--- src/rtl/dclock_pkg.sv ---
// Shared limits and time-of-day record for the dclock_rtc slice.
package dclock_pkg;
  localparam int SEC_MAX = 59;
  localparam int MIN_MAX = 59;
  localparam int HRS_MAX = 23;
  localparam int HRS_W   = 5;

  typedef struct packed {
    logic [HRS_W-1:0] hrs;
    logic [5:0]       min;
    logic [5:0]       sec;
  } time_t;
endpackage

--- src/rtl/dclock_prescaler.sv ---
// Divides clk down to a one-cycle sec_tick every CLK_DIV running cycles.
module dclock_prescaler #(
  parameter int CLK_DIV = 1
) (
  input  logic clk,
  input  logic rst,
  input  logic run,
  input  logic clear,
  output logic sec_tick
);
  localparam int CW = (CLK_DIV > 1) ? $clog2(CLK_DIV) : 1;
  localparam logic [CW-1:0] LAST = CW'(CLK_DIV - 1);

  logic [CW-1:0] cnt;

  // Count holds while run is low, so a paused second resumes where it stopped.
  always_ff @(posedge clk or negedge rst) begin
    if (!rst)          cnt <= '0;
    else if (clear)    cnt <= '0;
    else if (run)      cnt <= (cnt == LAST) ? '0 : cnt + CW'(1);
  end

  assign sec_tick = run && (cnt == LAST);
endmodule

--- src/rtl/dclock_rtc.sv ---
// hh:mm:ss real-time clock with load, 12/24h view and day pulse.
// Optional hh:mm alarm enabled by defining DCLOCK_ALARM_EN.
module dclock_rtc
  import dclock_pkg::*;
#(
  parameter int CLK_DIV = 1,
  parameter int W       = 7
) (
  input  logic         clk,
  input  logic         rst,
  input  logic         run,
  input  logic         mode_12h,
  input  logic         load,
  input  logic [W-1:0] set_hrs,
  input  logic [W-1:0] set_min,
  input  logic [W-1:0] set_sec,
  input  logic         alm_wr,
  input  logic [W-1:0] alm_hrs,
  input  logic [W-1:0] alm_min,
  input  logic         alm_on,
  input  logic         alm_ack,
  output logic [W-1:0] hrs,
  output logic [W-1:0] min,
  output logic [W-1:0] sec,
  output logic         pm,
  output logic         day_tick,
  output logic         set_err,
  output logic         alarm_hit
);
  time_t            t, nxt;
  logic             tick, load_ok, load_bad, alm_bad, wrap;
  logic [HRS_W-1:0] h_disp;

  assign load_ok  = load && (set_hrs <= W'(HRS_MAX)) && (set_min <= W'(MIN_MAX))
                         && (set_sec <= W'(SEC_MAX));
  assign load_bad = load && !load_ok;

  dclock_prescaler #(.CLK_DIV(CLK_DIV)) u_presc (
    .clk      (clk),
    .rst      (rst),
    .run      (run),
    .clear    (load_ok),
    .sec_tick (tick)
  );

  // An accepted load swallows a coincident tick.
  always_comb begin
    nxt  = t;
    wrap = 1'b0;
    if (load_ok) begin
      nxt = '{hrs: set_hrs[HRS_W-1:0], min: set_min[5:0], sec: set_sec[5:0]};
    end else if (tick) begin
      if (t.sec == 6'(SEC_MAX)) begin
        nxt.sec = '0;
        if (t.min == 6'(MIN_MAX)) begin
          nxt.min = '0;
          if (t.hrs == HRS_W'(HRS_MAX)) begin
            nxt.hrs = '0;
            wrap    = 1'b1;
          end else begin
            nxt.hrs = t.hrs + HRS_W'(1);
          end
        end else begin
          nxt.min = t.min + 6'd1;
        end
      end else begin
        nxt.sec = t.sec + 6'd1;
      end
    end
  end

  always_ff @(posedge clk or negedge rst) begin
    if (!rst) begin
      t        <= '0;
      day_tick <= 1'b0;
      set_err  <= 1'b0;
    end else begin
      t        <= nxt;
      day_tick <= wrap;
      set_err  <= load_bad || alm_bad;
    end
  end

`ifdef DCLOCK_ALARM_EN
  logic [HRS_W-1:0] alm_h;
  logic [5:0]       alm_m;
  logic             alm_ok, alm_match, hit;

  assign alm_ok    = (alm_hrs <= W'(HRS_MAX)) && (alm_min <= W'(MIN_MAX));
  assign alm_bad   = alm_wr && !alm_ok;
  assign alm_match = (load_ok || tick) && alm_on && (nxt.hrs == alm_h)
                     && (nxt.min == alm_m) && (nxt.sec == 6'd0);

  always_ff @(posedge clk or negedge rst) begin
    if (!rst) begin
      alm_h <= '0;
      alm_m <= '0;
      hit   <= 1'b0;
    end else begin
      if (alm_wr && alm_ok) begin
        alm_h <= alm_hrs[HRS_W-1:0];
        alm_m <= alm_min[5:0];
      end
      if (alm_match)                hit <= 1'b1;
      else if (alm_ack || !alm_on)  hit <= 1'b0;
    end
  end

  assign alarm_hit = hit;
`else
  logic unused_alm;
  assign unused_alm = ^{alm_wr, alm_hrs, alm_min, alm_on, alm_ack};
  assign alm_bad    = 1'b0;
  assign alarm_hit  = 1'b0;
`endif

  // Presentation only; internal hour stays 0..23.
  always_comb begin
    if (t.hrs == '0)                       h_disp = HRS_W'(12);
    else if (!mode_12h || t.hrs <= HRS_W'(12)) h_disp = t.hrs;
    else                                   h_disp = t.hrs - HRS_W'(12);
  end

  assign hrs = {{(W-HRS_W){1'b0}}, (mode_12h ? h_disp : t.hrs)};
  assign min = {{(W-6){1'b0}}, t.min};
  assign sec = {{(W-6){1'b0}}, t.sec};
  assign pm  = (t.hrs >= HRS_W'(12));
endmodule

--- config.mk ---
export PLATFORM = sky130hd
export DESIGN_NAME = dclock_rtc
export DESIGN_NICKNAME = d
export VERILOG_FILES = /design/src/rtl/dclock_pkg.sv /design/src/rtl/dclock_prescaler.sv /design/src/rtl/dclock_rtc.sv
export SDC_FILE = /design/constraint.sdc
export NUM_CORES = 1
export LEC_CHECK = 0
export ABC_AREA = 1
export CORE_MARGIN = 5
export CORE_UTILIZATION = 37
export CTS_CLUSTER_SIZE = 30
export DETAILED_ROUTE_END_ITERATION = 6
export GPL_ROUTABILITY_DRIVEN = 0
export PLACE_DENSITY = 0.71
export SYNTH_ARGS = -nofsm -noshare
export SYNTH_HDL_FRONTEND = slang
export SYNTH_HIERARCHICAL = 1
export SYNTH_SLANG_ARGS = --single-unit
--- constraint.sdc ---
create_clock -name clk -period 1.5 [get_ports clk]
set_clock_uncertainty 0.15 [all_clocks]
set_input_delay 0.15 -clock clk [delete_from_list [all_inputs] [get_ports clk]]
set_output_delay 0.15 -clock clk [all_outputs]
set_load 0.005 [all_outputs]
==> results of run 1 <==
repair_timing:
action,CTS,global route
cloned,0,0
resized for setup,71,22
setup buffers,7,2
endpoints found under the setup margin,25,21
pin swaps,21,14
registers in the layout, indices dropped and copies added, names as in the netlist:
register,flops
set_err,1
min,6
sec,6
day_tick,1
t,5
worst register-to-register path: cells and delay by family (launching register included):
family	cells	cell delay (ps)
AND/OR/NAND/NOR	6	360
flip-flops	1	410
adder cells (fa/ha/maj)	1	130
buffers and inverters	6	510
through the flow:
stage / util [%] / hold slack, ps / cells / worst slack [ps] / total power, mW
2_1_floorplan: - / -296 / 245 / 15.9 / 1.42
3_3_place_gp: 54.4 / 361 / 363 / -439 / 1.97
3_5_place_dp: 54.4 / 369 / 363 / -521 / 2.00
4_1_cts: 58.8 / 88.9 / 373 / -456 / 2.43
5_1_grt: 61.0 / 111 / 374 / -525 / 2.69
6_report: 61.0 / 77.9 / 374 / -421 / 2.49
cell families (layout without fill, tap and decap cells):
kind of cell	after synthesis	after routing	synth area share [%]
adders and majority gates	7	7	5.40
and+or+nand+nor	150	150	42.0
DFF	19	19	29.3
xor gates and xnor gates	4	4	2.16
AOI/OAI and AO/OA	11	11	4.24
buffers and inverters	49	126	16.7
other	1	5	0.231
placed cells by master (no fill, tap or decap), types with 2 or more instances in the layout:
| cell type | netlist | final |
|---|---|---|
| a21oi_1 | 5 | 2 |
| a21oi_2 | 0 | 3 |
| buf_12 | 0 | 2 |
| buf_2 | 3 | 4 |
| buf_4 | 18 | 38 |
| buf_6 | 2 | 10 |
| clkbuf_8 | 0 | 3 |
| clkdlybuf4s50_1 | 0 | 27 |
| conb_1 | 1 | 5 |
| dfrtp_1 | 19 | 19 |
| dlygate4sd2_1 | 0 | 14 |
| ha_1 | 7 | 2 |
| ha_4 | 0 | 4 |
| inv_1 | 25 | 17 |
| inv_2 | 1 | 5 |
| inv_4 | 0 | 4 |
| nand2_1 | 66 | 62 |
| nand2_2 | 3 | 5 |
| nand2_4 | 1 | 3 |
| nand3_1 | 45 | 38 |
| nand3_2 | 1 | 7 |
| nand3b_1 | 2 | 2 |
| nand4_1 | 6 | 6 |
| nor2_1 | 22 | 16 |
| nor2_2 | 1 | 5 |
| nor2_4 | 1 | 3 |
| o21ai_0 | 4 | 2 |
| o21ai_1 | 0 | 2 |
| xnor2_1 | 3 | 2 |
metal layers:
layer	track usage, %	wire (microns)	vias to the layer above
met2	28.2	2340	58
met5	0	0	-
met3	2.25	276	8
met1	18.3	2000	837
met4	5.77	93	0
li1	-	-	913
power by group:
part	switching, mW	internal, mW
logic	0.643	0.764
registers	0.0795	0.640
clock network	0.179	0.189
total	0.901	1.59
final timing paths:
check,from,endpoint
worst max-delay path,t[14]$_DFFE_PN0P_,hrs[3]
worst min-delay path,rst,min[1]$_DFFE_PN0P_
worst max register to register,t[15]$_DFFE_PN0P_,t[12]$_DFFE_PN0P_
worst min register to register,min[4]$_DFFE_PN0P_,min[4]$_DFFE_PN0P_
max in group asynchronous,rst,t[16]$_DFFE_PN0P_
min in group clk,load,set_err$_DFF_PN0_
cell type report:
class,count,share of cell area (%)
multi-input combinational,177,40.5
timing repair buffer,96,33.0
clock buffer,4,1.72
sequential,19,18.1
inverter,26,4.11
tap,52,2.48
==> results_dict.tcl, run 1 <==
set metrics [dict create \
    outcome "finished with violations" \
    violations "setup timing" \
    cp_top_family "flip-flops" \
    wirelength_microns 4710 \
    slowest_stage "dfrtp_1" \
    dieArea_sq_mm 0.00581 \
    core_sq_mm 0.00429 \
    grt_pass1_vias 1767 \
    synth_area_per_cell_sq_um 6.73 \
    dp_hpwl_microns 3460 \
    path_buf_inv 3 \
    initial_utilization_pct 37.8 \
    slew_violations 0 \
    hold_violations 0 \
    cts_tree "built" \
    overflow 0 \
    detail_route.vias_per_cell 4.86 \
    synthArstFlopShare_pct 100 \
    cts-root-buf "clkbuf_8" \
    cts_hold_buf 0 \
    die_w_microns 76.2 \
    finalSetupViolations 12 \
    num_antenna_cells 0 \
    leakage_nw 1.37 \
    clock_sinks 19 \
    dr.pass1.iters 4 \
    synth_largest_area_cell "dfrtp_1" \
    tns_ps -2790 \
    insertion_delay_ps 260 \
    placed_area_sq_mm 0.00234 \
    period_share_pct 128 \
    clk_pin_slew_worst_paths_ps 70 \
    netlist_area_sq_mm 0.00162 \
    rows 24 \
    fp.dieH_microns 76.2 \
    syn-instance-count 241 \
    synth.yosys.seq_area_share_pct 29.3 \
    end_kind "output port" \
    hold_path_class "in -> async" \
    rsz0062_at_grt "yes" \
    peakVddDrop_v 0.000466 \
    ctsLongestPathBuffers 2 \
    slowest_delay_ps 400 \
    min_period_ps 1920 \
    post-synth-top-count-cell "nand2_1" \
    grt_pass1_wl_microns 7650 \
    r2r_cells 13 \
    synth_cell_type_count 26 \
    port_buffers 45 \
    synth_edf_count 0 \
    setup_slack_ps -421 \
    grt_max_degree 20 \
    ioPinCount 68 \
    ys.flop_type "dfrtp_1" \
    finalInstanceArea_sq_mm 0.00262 \
    r2r_slack_ps -160 \
    wl_per_cell_microns 12.6 \
    worst-path-max-fanout 3 \
    nFillCells 395 \
    vias 1816 \
    power_density_mw_per_mm2 952 \
    maxCapViolCount 0 \
    synthTopCellsByArea "dfrtp_1, nand2_1, nand3_1" \
    start_kind "flop" \
    track_usage_pct 15.6 \
    cts_buffers 3 \
    antenna_found_initial 0 \
    yosys_warnings 6 \
    cp_num_cells 10 \
    area_delta_synth_final_pct 61.6 \
    crit_chain "ha_2, nand2_2, nor2_2, nor2_2, nand2_2, buf_6, inv_4, a21oi_1, o21ai_1, buf_2" \
    fin_nets 373 \
    ys_ff_latch 19 \
    seqCellArea_sq_um 475 \
    initialDrtViolationCount 64 \
    ant_nets 0 \
    clock.fmax_mhz 520 \
    path_class "reg -> out" \
    drc 0 \
    multi_input_area_sq_mm 0.00106 \
    critPathArrivalTime_ps 1620 \
    synth_common_cells "nand2_1, nand3_1, inv_1" \
    required_ps 1200 \
    synth_top_area_share_pct 29.3 \
    htreeDepth 1 \
    drive_gt1_share_pct 32.0 \
]
(Power assumes the default switching activity.)
==> run 2: changes to the inputs <==
clock period = 1.7 ns   (was 1.5 ns; I/O delays follow)
==> results_dict.tcl, run 2 (synthesized netlist as in run 1, its figures left out) <==
set metrics [dict create \
    setup_slack_ps -187 \
    vias 1779 \
    multi_input_area_sq_mm 0.00103 \
    grt_pass1_vias 1683 \
    detail_route.vias_per_cell 4.93 \
    pwr-share-comb_pct 50.6 \
    cp_num_cells 9 \
    setup.worst_path.start "t[14]$_DFFE_PN0P_" \
    cts-root-buf "clkbuf_8" \
    finalSetupViolations 6 \
    hold_violations 0 \
    rsz0062_at_grt "yes" \
    clock.fmax_mhz 530 \
    r2r_slack_ps 100 \
    drive_gt1_share_pct 28.8 \
    worst-path-max-fanout 3 \
    p_switching_uw 756 \
    insertion_delay_ps 260 \
    dp_hpwl_microns 3170 \
    r2r_end "day_tick$_DFF_PN0_" \
    initial_utilization_pct 37.8 \
    worstSetupEndpoint "hrs[4]" \
    slowest_delay_ps 420 \
    cts_tree "built" \
    fp.dieH_microns 76.2 \
    slowest_stage "dfrtp_1" \
    cp_common_cell "nor2_4" \
    port_buffers 45 \
    ctsLongestPathBuffers 2 \
    initialDrtViolationCount 77 \
    ant_nets 0 \
    r2r_cells 9 \
    overflow 0 \
    htreeDepth 1 \
    clkPwrFrac_pct 16.1 \
    critPathArrivalTime_ps 1570 \
    num_antenna_cells 0 \
    leakage_nw 1.24 \
    power_density_mw_per_mm2 846 \
    intPower_mw 1.32 \
    path_class "reg -> out" \
    nFillCells 408 \
    dr.pass1.iters 4 \
    seqCellArea_sq_um 475 \
    drc 0 \
    wirelength_microns 4610 \
    rows 24 \
    reg2reg_from "t[15]$_DFFE_PN0P_" \
    cts_buffers 3 \
    p_seq_share_pct 33.2 \
    antenna_found_initial 0 \
    outcome "finished with violations" \
    final_common_cell "nand2_1" \
    netSwitchingFraction_pct 36.4 \
    slew_violations 0 \
    start_kind "flop" \
    cp_top_family "flip-flops" \
    hold_path_class "in -> async" \
    ioPinCount 68 \
    clock_sinks 19 \
    violations "setup timing" \
    core_sq_mm 0.00429 \
    grt_max_degree 20 \
    path_buf_inv 2 \
    tns_ps -699 \
    peakVddDrop_v 0.000308 \
    period_share_pct 111 \
    min_period_ps 1890 \
    placed_area_sq_mm 0.00220 \
    crit_chain "ha_2, nand2_4, nor2_4, nor2_4, nand2_2, inv_2, a21oi_2, nor2_1, buf_2" \
    place_ws_ps -322 \
    final_util_pct 57.2 \
    end_kind "output port" \
    area_delta_synth_final_pct 51.5 \
    wl_per_cell_microns 12.8 \
    fin_nets 360 \
    grt_pass1_wl_microns 7390 \
    cts_hold_buf 0 \
    required_ps 1380 \
    dieArea_sq_mm 0.00581 \
    final_cell_mix "nand2_1, nand3_1, clkdlybuf4s50_1" \
    track_usage_pct 14.8 \
    finalInstanceArea_sq_mm 0.00246 \
    clk_pin_slew_worst_paths_ps 80 \
    maxCapViolCount 0 \
    die_w_microns 76.2 \
    hold_slack_ps 92.5 \
]
==> run 2: worst min path at each step <==
stage,from,endpoint,slack (ps),depth (start not counted)
floorplan,rst,day_tick$_DFF_PN0_,-280,0
global placement,rst,sec[1]$_DFFE_PN0P_,380,2
detailed placement,rst,sec[1]$_DFFE_PN0P_,390,2
CTS,rst,sec[1]$_DFFE_PN0P_,100,2
global route,rst,sec[1]$_DFFE_PN0P_,120,2
finish,rst,sec[1]$_DFFE_PN0P_,90,2
==> run 2: final cells by class <==
class,instances,share of cell area [%]
flip-flops and latches,19,19.4
well taps,52,2.65
inverters,26,4.18
multi-input cells,177,42.0
clock inverters,1,0.306
repair buffers,83,29.8
clock buffers,3,1.68
==> run 2: repair_timing <==
item	in CTS	in global routing
setup endpoints to repair	10	12
pin swaps	9	12
cloned	0	0
setup buffers	4	5
resized for setup	46	31
==> run 2: stage by stage <==
step	power, mW	instances
CTS	2.01	356
detailed placement	1.64	348
global route	2.24	361
floorplan	1.25	245
finish	2.08	361
global placement	1.62	348
==> run 2: per-layer routing <==
layer	track usage, %	vias up	routed length, microns
li1	-	885	-
met1	19.1	831	1990
met2	25.4	55	2300
met3	1.54	8	240
met4	5.07	0	89
met5	0	-	0
==> run 2: power groups by stage <==
stage          Sequential (mW)  Clock (mW)  Combinational (mW)
2_1_floorplan            0.685           0               0.563
3_3_place_gp             0.684           0               0.931
3_5_place_dp             0.690           0               0.948
4_1_cts                  0.684       0.334               0.991
5_1_grt                  0.709       0.362                1.17
6_report                 0.691       0.335                1.05
